### src/rtl/uart_digit_receiver_pkg.sv
// Shared definitions for the UART digit receiver: receiver state encoding,
// the ASCII digit range and the default bit period.
package uart_digit_receiver_pkg;

   typedef enum logic [1:0] {
      RX_IDLE  = 2'd0,
      RX_START = 2'd1,
      RX_DATA  = 2'd2,
      RX_STOP  = 2'd3
   } rx_state_t;

   localparam logic [7:0] ASCII_ZERO = 8'h30;
   localparam logic [7:0] ASCII_NINE = 8'h39;

   // 100 MHz system clock, 9600 baud
   localparam int DEFAULT_CLKS_PER_BIT = 10416;

endpackage

### src/rtl/uart_digit_receiver_rx.sv
// 8N1 UART byte receiver, LSB first, sampling each bit at its centre.
// byte_valid / frame_err pulse for one cycle after the stop-bit sample.
module uart_rx_byte
   import uart_digit_receiver_pkg::*;
#(
   parameter int CLKS_PER_BIT = DEFAULT_CLKS_PER_BIT
) (
   input  logic       clk,
   input  logic       rst,
   input  logic       rxd,
   output logic [7:0] data,
   output logic       byte_valid,
   output logic       frame_err,
   output logic       busy
);

   localparam int CW = (CLKS_PER_BIT > 1) ? $clog2(CLKS_PER_BIT) : 1;
   localparam logic [CW-1:0] BIT_LAST  = CW'(CLKS_PER_BIT - 1);
   localparam logic [CW-1:0] HALF_LAST = CW'(CLKS_PER_BIT / 2 - 1);

   rx_state_t     state, state_next;
   logic [CW-1:0] clk_cnt, clk_cnt_next;
   logic [2:0]    bit_idx, bit_idx_next;
   logic [7:0]    shift, shift_next;
   logic          valid_next, ferr_next;
   logic          rxd_meta, rxd_sync;

   // Synchronizer resets to the idle-high line level so reset never looks like a start bit
   always_ff @(posedge clk or posedge rst) begin
      if (rst) begin
         rxd_meta <= 1'b1;
         rxd_sync <= 1'b1;
      end else begin
         rxd_meta <= rxd;
         rxd_sync <= rxd_meta;
      end
   end

   always_ff @(posedge clk or posedge rst) begin
      if (rst) begin
         state      <= RX_IDLE;
         clk_cnt    <= '0;
         bit_idx    <= '0;
         shift      <= '0;
         byte_valid <= 1'b0;
         frame_err  <= 1'b0;
      end else begin
         state      <= state_next;
         clk_cnt    <= clk_cnt_next;
         bit_idx    <= bit_idx_next;
         shift      <= shift_next;
         byte_valid <= valid_next;
         frame_err  <= ferr_next;
      end
   end

   // A start bit still high at its centre is treated as line noise, not an error
   always_comb begin
      state_next   = state;
      clk_cnt_next = clk_cnt + 1'b1;
      bit_idx_next = bit_idx;
      shift_next   = shift;
      valid_next   = 1'b0;
      ferr_next    = 1'b0;
      case (state)
         RX_IDLE: begin
            clk_cnt_next = '0;
            bit_idx_next = '0;
            if (!rxd_sync) state_next = RX_START;
         end
         RX_START: begin
            if (clk_cnt == HALF_LAST) begin
               clk_cnt_next = '0;
               state_next   = rxd_sync ? RX_IDLE : RX_DATA;
            end
         end
         RX_DATA: begin
            if (clk_cnt == BIT_LAST) begin
               clk_cnt_next = '0;
               shift_next   = {rxd_sync, shift[7:1]};
               if (bit_idx == 3'd7) state_next = RX_STOP;
               else bit_idx_next = bit_idx + 3'd1;
            end
         end
         RX_STOP: begin
            if (clk_cnt == BIT_LAST) begin
               clk_cnt_next = '0;
               state_next   = RX_IDLE;
               valid_next   = rxd_sync;
               ferr_next    = !rxd_sync;
            end
         end
         default: state_next = RX_IDLE;
      endcase
   end

   assign data = shift;
   assign busy = (state != RX_IDLE);

endmodule

### src/rtl/uart_digit_receiver.sv
// Collects four ASCII digits from a UART stream into BCD outputs, flagging
// framing errors, non-digit bytes and stalled partial frames on err.
module uart_digit_receiver
   import uart_digit_receiver_pkg::*;
#(
   parameter int CLKS_PER_BIT = DEFAULT_CLKS_PER_BIT,
   parameter int TIMEOUT_BITS = 20
) (
   input  logic       clk,
   input  logic       rst,
   input  logic       rxd,
   output logic [3:0] digit0,
   output logic [3:0] digit1,
   output logic [3:0] digit2,
   output logic [3:0] digit3,
   output logic       frame_valid,
   output logic       err
);

   localparam int TIMEOUT_LIMIT = TIMEOUT_BITS * CLKS_PER_BIT;
   localparam int TW = (TIMEOUT_LIMIT > 1) ? $clog2(TIMEOUT_LIMIT) : 1;
   localparam logic [TW-1:0] TIMEOUT_LAST = TW'(TIMEOUT_LIMIT - 1);

   logic [7:0]    rx_data;
   logic          byte_valid, frame_err, rx_busy;
   logic [1:0]    index;
   logic [3:0]    shadow [4];
   logic [TW-1:0] tcnt;
   logic          is_digit, timeout_hit, any_err, frame_done;

   uart_rx_byte #(
      .CLKS_PER_BIT(CLKS_PER_BIT)
   ) u_rx (
      .clk       (clk),
      .rst       (rst),
      .rxd       (rxd),
      .data      (rx_data),
      .byte_valid(byte_valid),
      .frame_err (frame_err),
      .busy      (rx_busy)
   );

   // All error sources merge into one term so coincident causes give one pulse
   always_comb begin
      is_digit    = (rx_data >= ASCII_ZERO) && (rx_data <= ASCII_NINE);
      timeout_hit = !rx_busy && (index != 2'd0) && (tcnt == TIMEOUT_LAST) && !byte_valid;
      any_err     = frame_err || (byte_valid && !is_digit) || timeout_hit;
      frame_done  = byte_valid && is_digit && (index == 2'd3);
   end

   always_ff @(posedge clk or posedge rst) begin
      if (rst) begin
         tcnt <= '0;
      end else if (rx_busy || (index == 2'd0) || timeout_hit) begin
         tcnt <= '0;
      end else begin
         tcnt <= tcnt + 1'b1;
      end
   end

   // The fourth digit bypasses its shadow so all outputs change on one edge
   always_ff @(posedge clk or posedge rst) begin
      if (rst) begin
         index       <= 2'd0;
         shadow      <= '{default: 4'd0};
         digit0      <= 4'd0;
         digit1      <= 4'd0;
         digit2      <= 4'd0;
         digit3      <= 4'd0;
         frame_valid <= 1'b0;
         err         <= 1'b0;
      end else begin
         frame_valid <= frame_done;
         err         <= any_err;
         if (any_err) begin
            index <= 2'd0;
         end else if (byte_valid && is_digit) begin
            shadow[index] <= rx_data[3:0];
            index         <= index + 2'd1;
            if (frame_done) begin
               digit0 <= shadow[0];
               digit1 <= shadow[1];
               digit2 <= shadow[2];
               digit3 <= rx_data[3:0];
            end
         end
      end
   end

endmodule
### config.mk
export PLATFORM = sky130hd
export DESIGN_NAME = uart_digit_receiver
export DESIGN_NICKNAME = d
export VERILOG_FILES = /design/src/rtl/uart_digit_receiver_pkg.sv /design/src/rtl/uart_digit_receiver_rx.sv /design/src/rtl/uart_digit_receiver.sv
export SDC_FILE = /design/constraint.sdc
export NUM_CORES = 1
export LEC_CHECK = 0
export CAP_MARGIN = 20
export CORE_MARGIN = 2
export CORE_UTILIZATION = 64
export DETAILED_ROUTE_END_ITERATION = 8
export PLACE_DENSITY_LB_ADDON = 0.25
export SETUP_SLACK_MARGIN = 0.02
export SYNTH_ARGS = -nofsm -noshare
export SYNTH_HDL_FRONTEND = slang
export SYNTH_SLANG_ARGS = --single-unit
### constraint.sdc
create_clock -name clk -period 5.3 [get_ports clk]
set_input_delay 1.59 -clock clk [delete_from_list [all_inputs] [get_ports clk]]
set_output_delay 1.59 -clock clk [all_outputs]
set_load 0.01 [all_outputs]
==> metrics.md <==
| Metric | Value |
|---|---|
| Status | finished clean |
| DR pass1 iterations | 4 |
| Post-route ant nets | 0 |
| Clk slew on worst S/H paths | ~0.08 ns |
| Remaining global-route overflow | 0 |
| Share of cells above drive strength 1 | 0.216 |
| Initial core utilization | 0.672 |
| Highest clock rate | 349 MHz |
| Fin crit share | 0.541 |
| Row cnt | 27 |
| Ys Warns | 0 |
| I/O pin count | 21 |
| CP required | around 3.7 ns |
| Max_cap viols | 0 |
| Worst-path maximum fanout | 2 |
| RSZ-0062 raised after global routing | false |
| Worst skew pair latency | 0.35 ns |
| Hold Path Stages | 0 |
| Fill cell count | around 350 |
| Synthesized instance count | 319 |
| CP Capture Point | digit0[2] |
| Die area | between 6000 and 7000 um2 |
| Design Area, Final | around 4200 um2 |
| Seq cells post-synth | about 80 |
| Max-slew headroom | 0.536 |
| Port Buffers | 20 |
| Syn_area_per_cell | about 12 um2 |
| Sequential area share after synthesis | 0.542 |
| CTS HTree Levels | 3 |
| P&R area growth vs syn | 13.0% |
| Max VDD drop | between 0.15 and 0.2 mV |
| Post-CTS Setup Inserts | 0 |
| Post-synth top area share | 0.528 |
| Nets | 353 |
| Ys async rst share | 1.00 |
| CORE AREA | ~5600 um2 |
| Synth area leader | dfrtp_1 |
| # resized after CTS | 0 |
| Static Leakage | 0.00183 uW |
| # setup viols final | 0 |
| Die width | ~81 um |
| # hold bufs at CTS | 0 |
| Reg-to-Reg End | u_rx.clk_cnt[8] |
| CTS tree | done |
| Die Y | between 80 and 90 um |
| Seq. cell area | between 2000 and 2500 um2 |
| First-pass GRT wire length | roughly 11,000 um |
| Final Slew Violations | 0 |
| Buf/Inv on CP | 1 |
| Vias | ~2,400 |
| Clock Sinks | 81 |
| Gpl congestion | roughly 0.77 |
| Largest net degree at the start of global routing | 63 |
| Post-synth EDFFs | 0 |
| Pwr per Cell Area | 266 nW/um2 |
| Final Util | 0.760 |
| # DRC | 0 |
| TritonCTS buffer count | 9 |
| Cells on worst reg2reg path | 4 |
| Commonest non-fill, non-tap cell in the layout | dfrtp_1 |
| Main synth FF type | dfrtp_1 |
| Synth area leaders | dfrtp_1 53%, mux2_2 11%, xnor2_1 5.4% |
| Total power | roughly 1100 uW |
| Data arrival, critical path | 1.28 ns |
| Total GRT Usage | 0.231 |
| Synth Cell Area | 3750 um2 |
| Hold Crit Class | flip-flop to flip-flop |
| Initial antenna violation count | 0 |
| Final Hold Fails | 0 |
| Antenna cells | 0 |
| Slowest-stage cell, CP | clkdlybuf4s50_1 |
| Routed wire length | around 6500 um |
| Vias in the first global route | ~2,300 |
| Worst-Margin Slew | between 0.6 and 0.7 ns |
| Clock Path Buffers | 2 |
| Post-detail-place hpwl | approximately 4300 um |
| CP Class | flip-flop to output pin |
| Crit. Startpoint | digit0[2] |
| Most frequent cells in the layout | 79 x dfrtp_1, 37 x nor2_1, 36 x mux2_2 |
| Worst R2R Start | u_rx.clk_cnt[7] |
| Crit end category | output pin |
| Setup TNS | 0 ns |
| Routed len/inst | 15.6 um |
| Root buffer cell | clkbuf_8 |
| Layout Skew | 0.0102 ns |
| Net count after synthesis | 330 |
| Area of the multi-input gates | between 1500 and 2000 um2 |
| Crit path largest cell delay | 0.56 ns |
| R2R Setup Slk | about 3.0 ns |
| Crit path depth | 1 |
| CP startpoint kind | flip-flop |
| Dpl cell area | 3990 um2 |
| DR vias/cell | around 5.7 |
| Clock period minus final worst setup slack | 2.86 ns |
| CP top delay family | buffers and inverters |
| Synth cell types | 47 |
| Cell Chain, Critical Path | clkdlybuf4s50_1 |
| Initial DRC Count | 137 |
[worst reg2reg max path, delay by kind of cell (launching register included)]
family             cells  cell delay, ns
AOI/OAI and AO/OA      2            0.97
and+or+nand+nor        2            0.70
DFF                    1            0.48
[flip-flops by register name, indices dropped and copies added (netlist names), named ones only]
name / count
u_rx.frame_err: 1
u_rx.byte_valid: 1
u_rx.data: 8
shadow: 12
u_rx.clk_cnt: 14
digit1: 4
u_rx.bit_idx: 3
err: 1
u_rx.rxd_meta: 1
digit0: 4
digit2: 4
u_rx.state: 1
frame_valid: 1
index: 2
u_rx.rxd_sync: 1
tcnt: 18
digit3: 4
[cells in the mapped netlist (2+ instances only)]
cell,number
nand4_1,12
a21oi_1,2
inv_1,11
nor4b_1,2
nor2_1,37
nor3_1,9
nor2b_1,3
dfstp_2,2
xor2_1,4
o21a_1,2
xnor2_1,23
buf_6,2
and4_1,3
a211oi_1,2
or4bb_1,2
nand4bb_1,2
nor2_2,11
nand2_1,19
a221o_1,2
ha_1,8
mux2_2,36
nand3_1,9
or4_1,2
dfrtp_1,79
nor4_1,8
clkbuf_1,6
[per-layer routing]
| layer | up-vias | track usage | share of wire | wire length (um) |
|---|---|---|---|---|
| li1 | 1168 | - | - | - |
| met1 | 1187 | 0.316 | 0.47 | 3080 |
| met2 | 43 | 0.362 | 0.48 | 3150 |
| met3 | 8 | 0.0629 | 0.040 | 261 |
| met4 | 0 | 0.0695 | 0.0093 | 61 |
| met5 | - | 0 | 0 | 0 |
[how the worst min path moves through the flow]
stage,from,to,slack (ns)
4_1_cts,u_rx.rxd_meta,u_rx.rxd_sync,0.36
3_3_place_gp,u_rx.rxd_meta,u_rx.rxd_sync,0.35
6_report,u_rx.rxd_meta,u_rx.rxd_sync,0.36
5_1_grt,u_rx.rxd_meta,u_rx.rxd_sync,0.36
2_1_floorplan,u_rx.rxd_meta,u_rx.rxd_sync,0.35
3_5_place_dp,u_rx.rxd_meta,u_rx.rxd_sync,0.35
[cell type report]
| cell class | instances | share of cell area |
|---|---|---|
| Tap cell | 72 | 0.0213 |
| Inverter | 11 | 0.0100 |
| Sequential cell | 81 | 0.479 |
| Clock inverter | 7 | 0.0225 |
| Timing Repair Buffer | 22 | 0.0556 |
| Multi-Input combinational cell | 217 | 0.382 |
| Clock buffer | 9 | 0.0293 |
[per-stage QoR]
stage          cells  setup slack, ns  hold slack, ns
2_1_floorplan    319             1.63           0.345
3_3_place_gp     402             2.29           0.346
3_5_place_dp     402             2.28           0.347
4_1_cts          418             2.41           0.360
5_1_grt          419             2.38           0.365
6_report         419             2.44           0.359
[cells by family (layout without fill, tap and decap cells)]
kind of cell | Yosys count | after routing | synth area share
AO/OA/AOI/OAI | 18 | 18 | 0.0471
XOR/XNOR | 27 | 27 | 0.0631
adder cells (fa/ha/maj) | 8 | 8 | 0.0267
buffers and inverters | 21 | 49 | 0.0264
flip-flops | 81 | 81 | 0.542
multiplexers | 36 | 36 | 0.108
AND/OR/NAND/NOR | 128 | 128 | 0.187
[power by group]
| group | leakage [uW] | switching [uW] | internal [uW] | total [uW] |
|---|---|---|---|---|
| Clock | 0.000109 | 226 | 265 | 491 |
| Sequential | 0.00111 | 0.663 | 619 | 619 |
| Combinational | 0.000613 | 11.9 | 4.13 | 16.0 |
| Total | 0.00183 | 238 | 888 | 1130 |
Power figures use the tool's default switching activity.
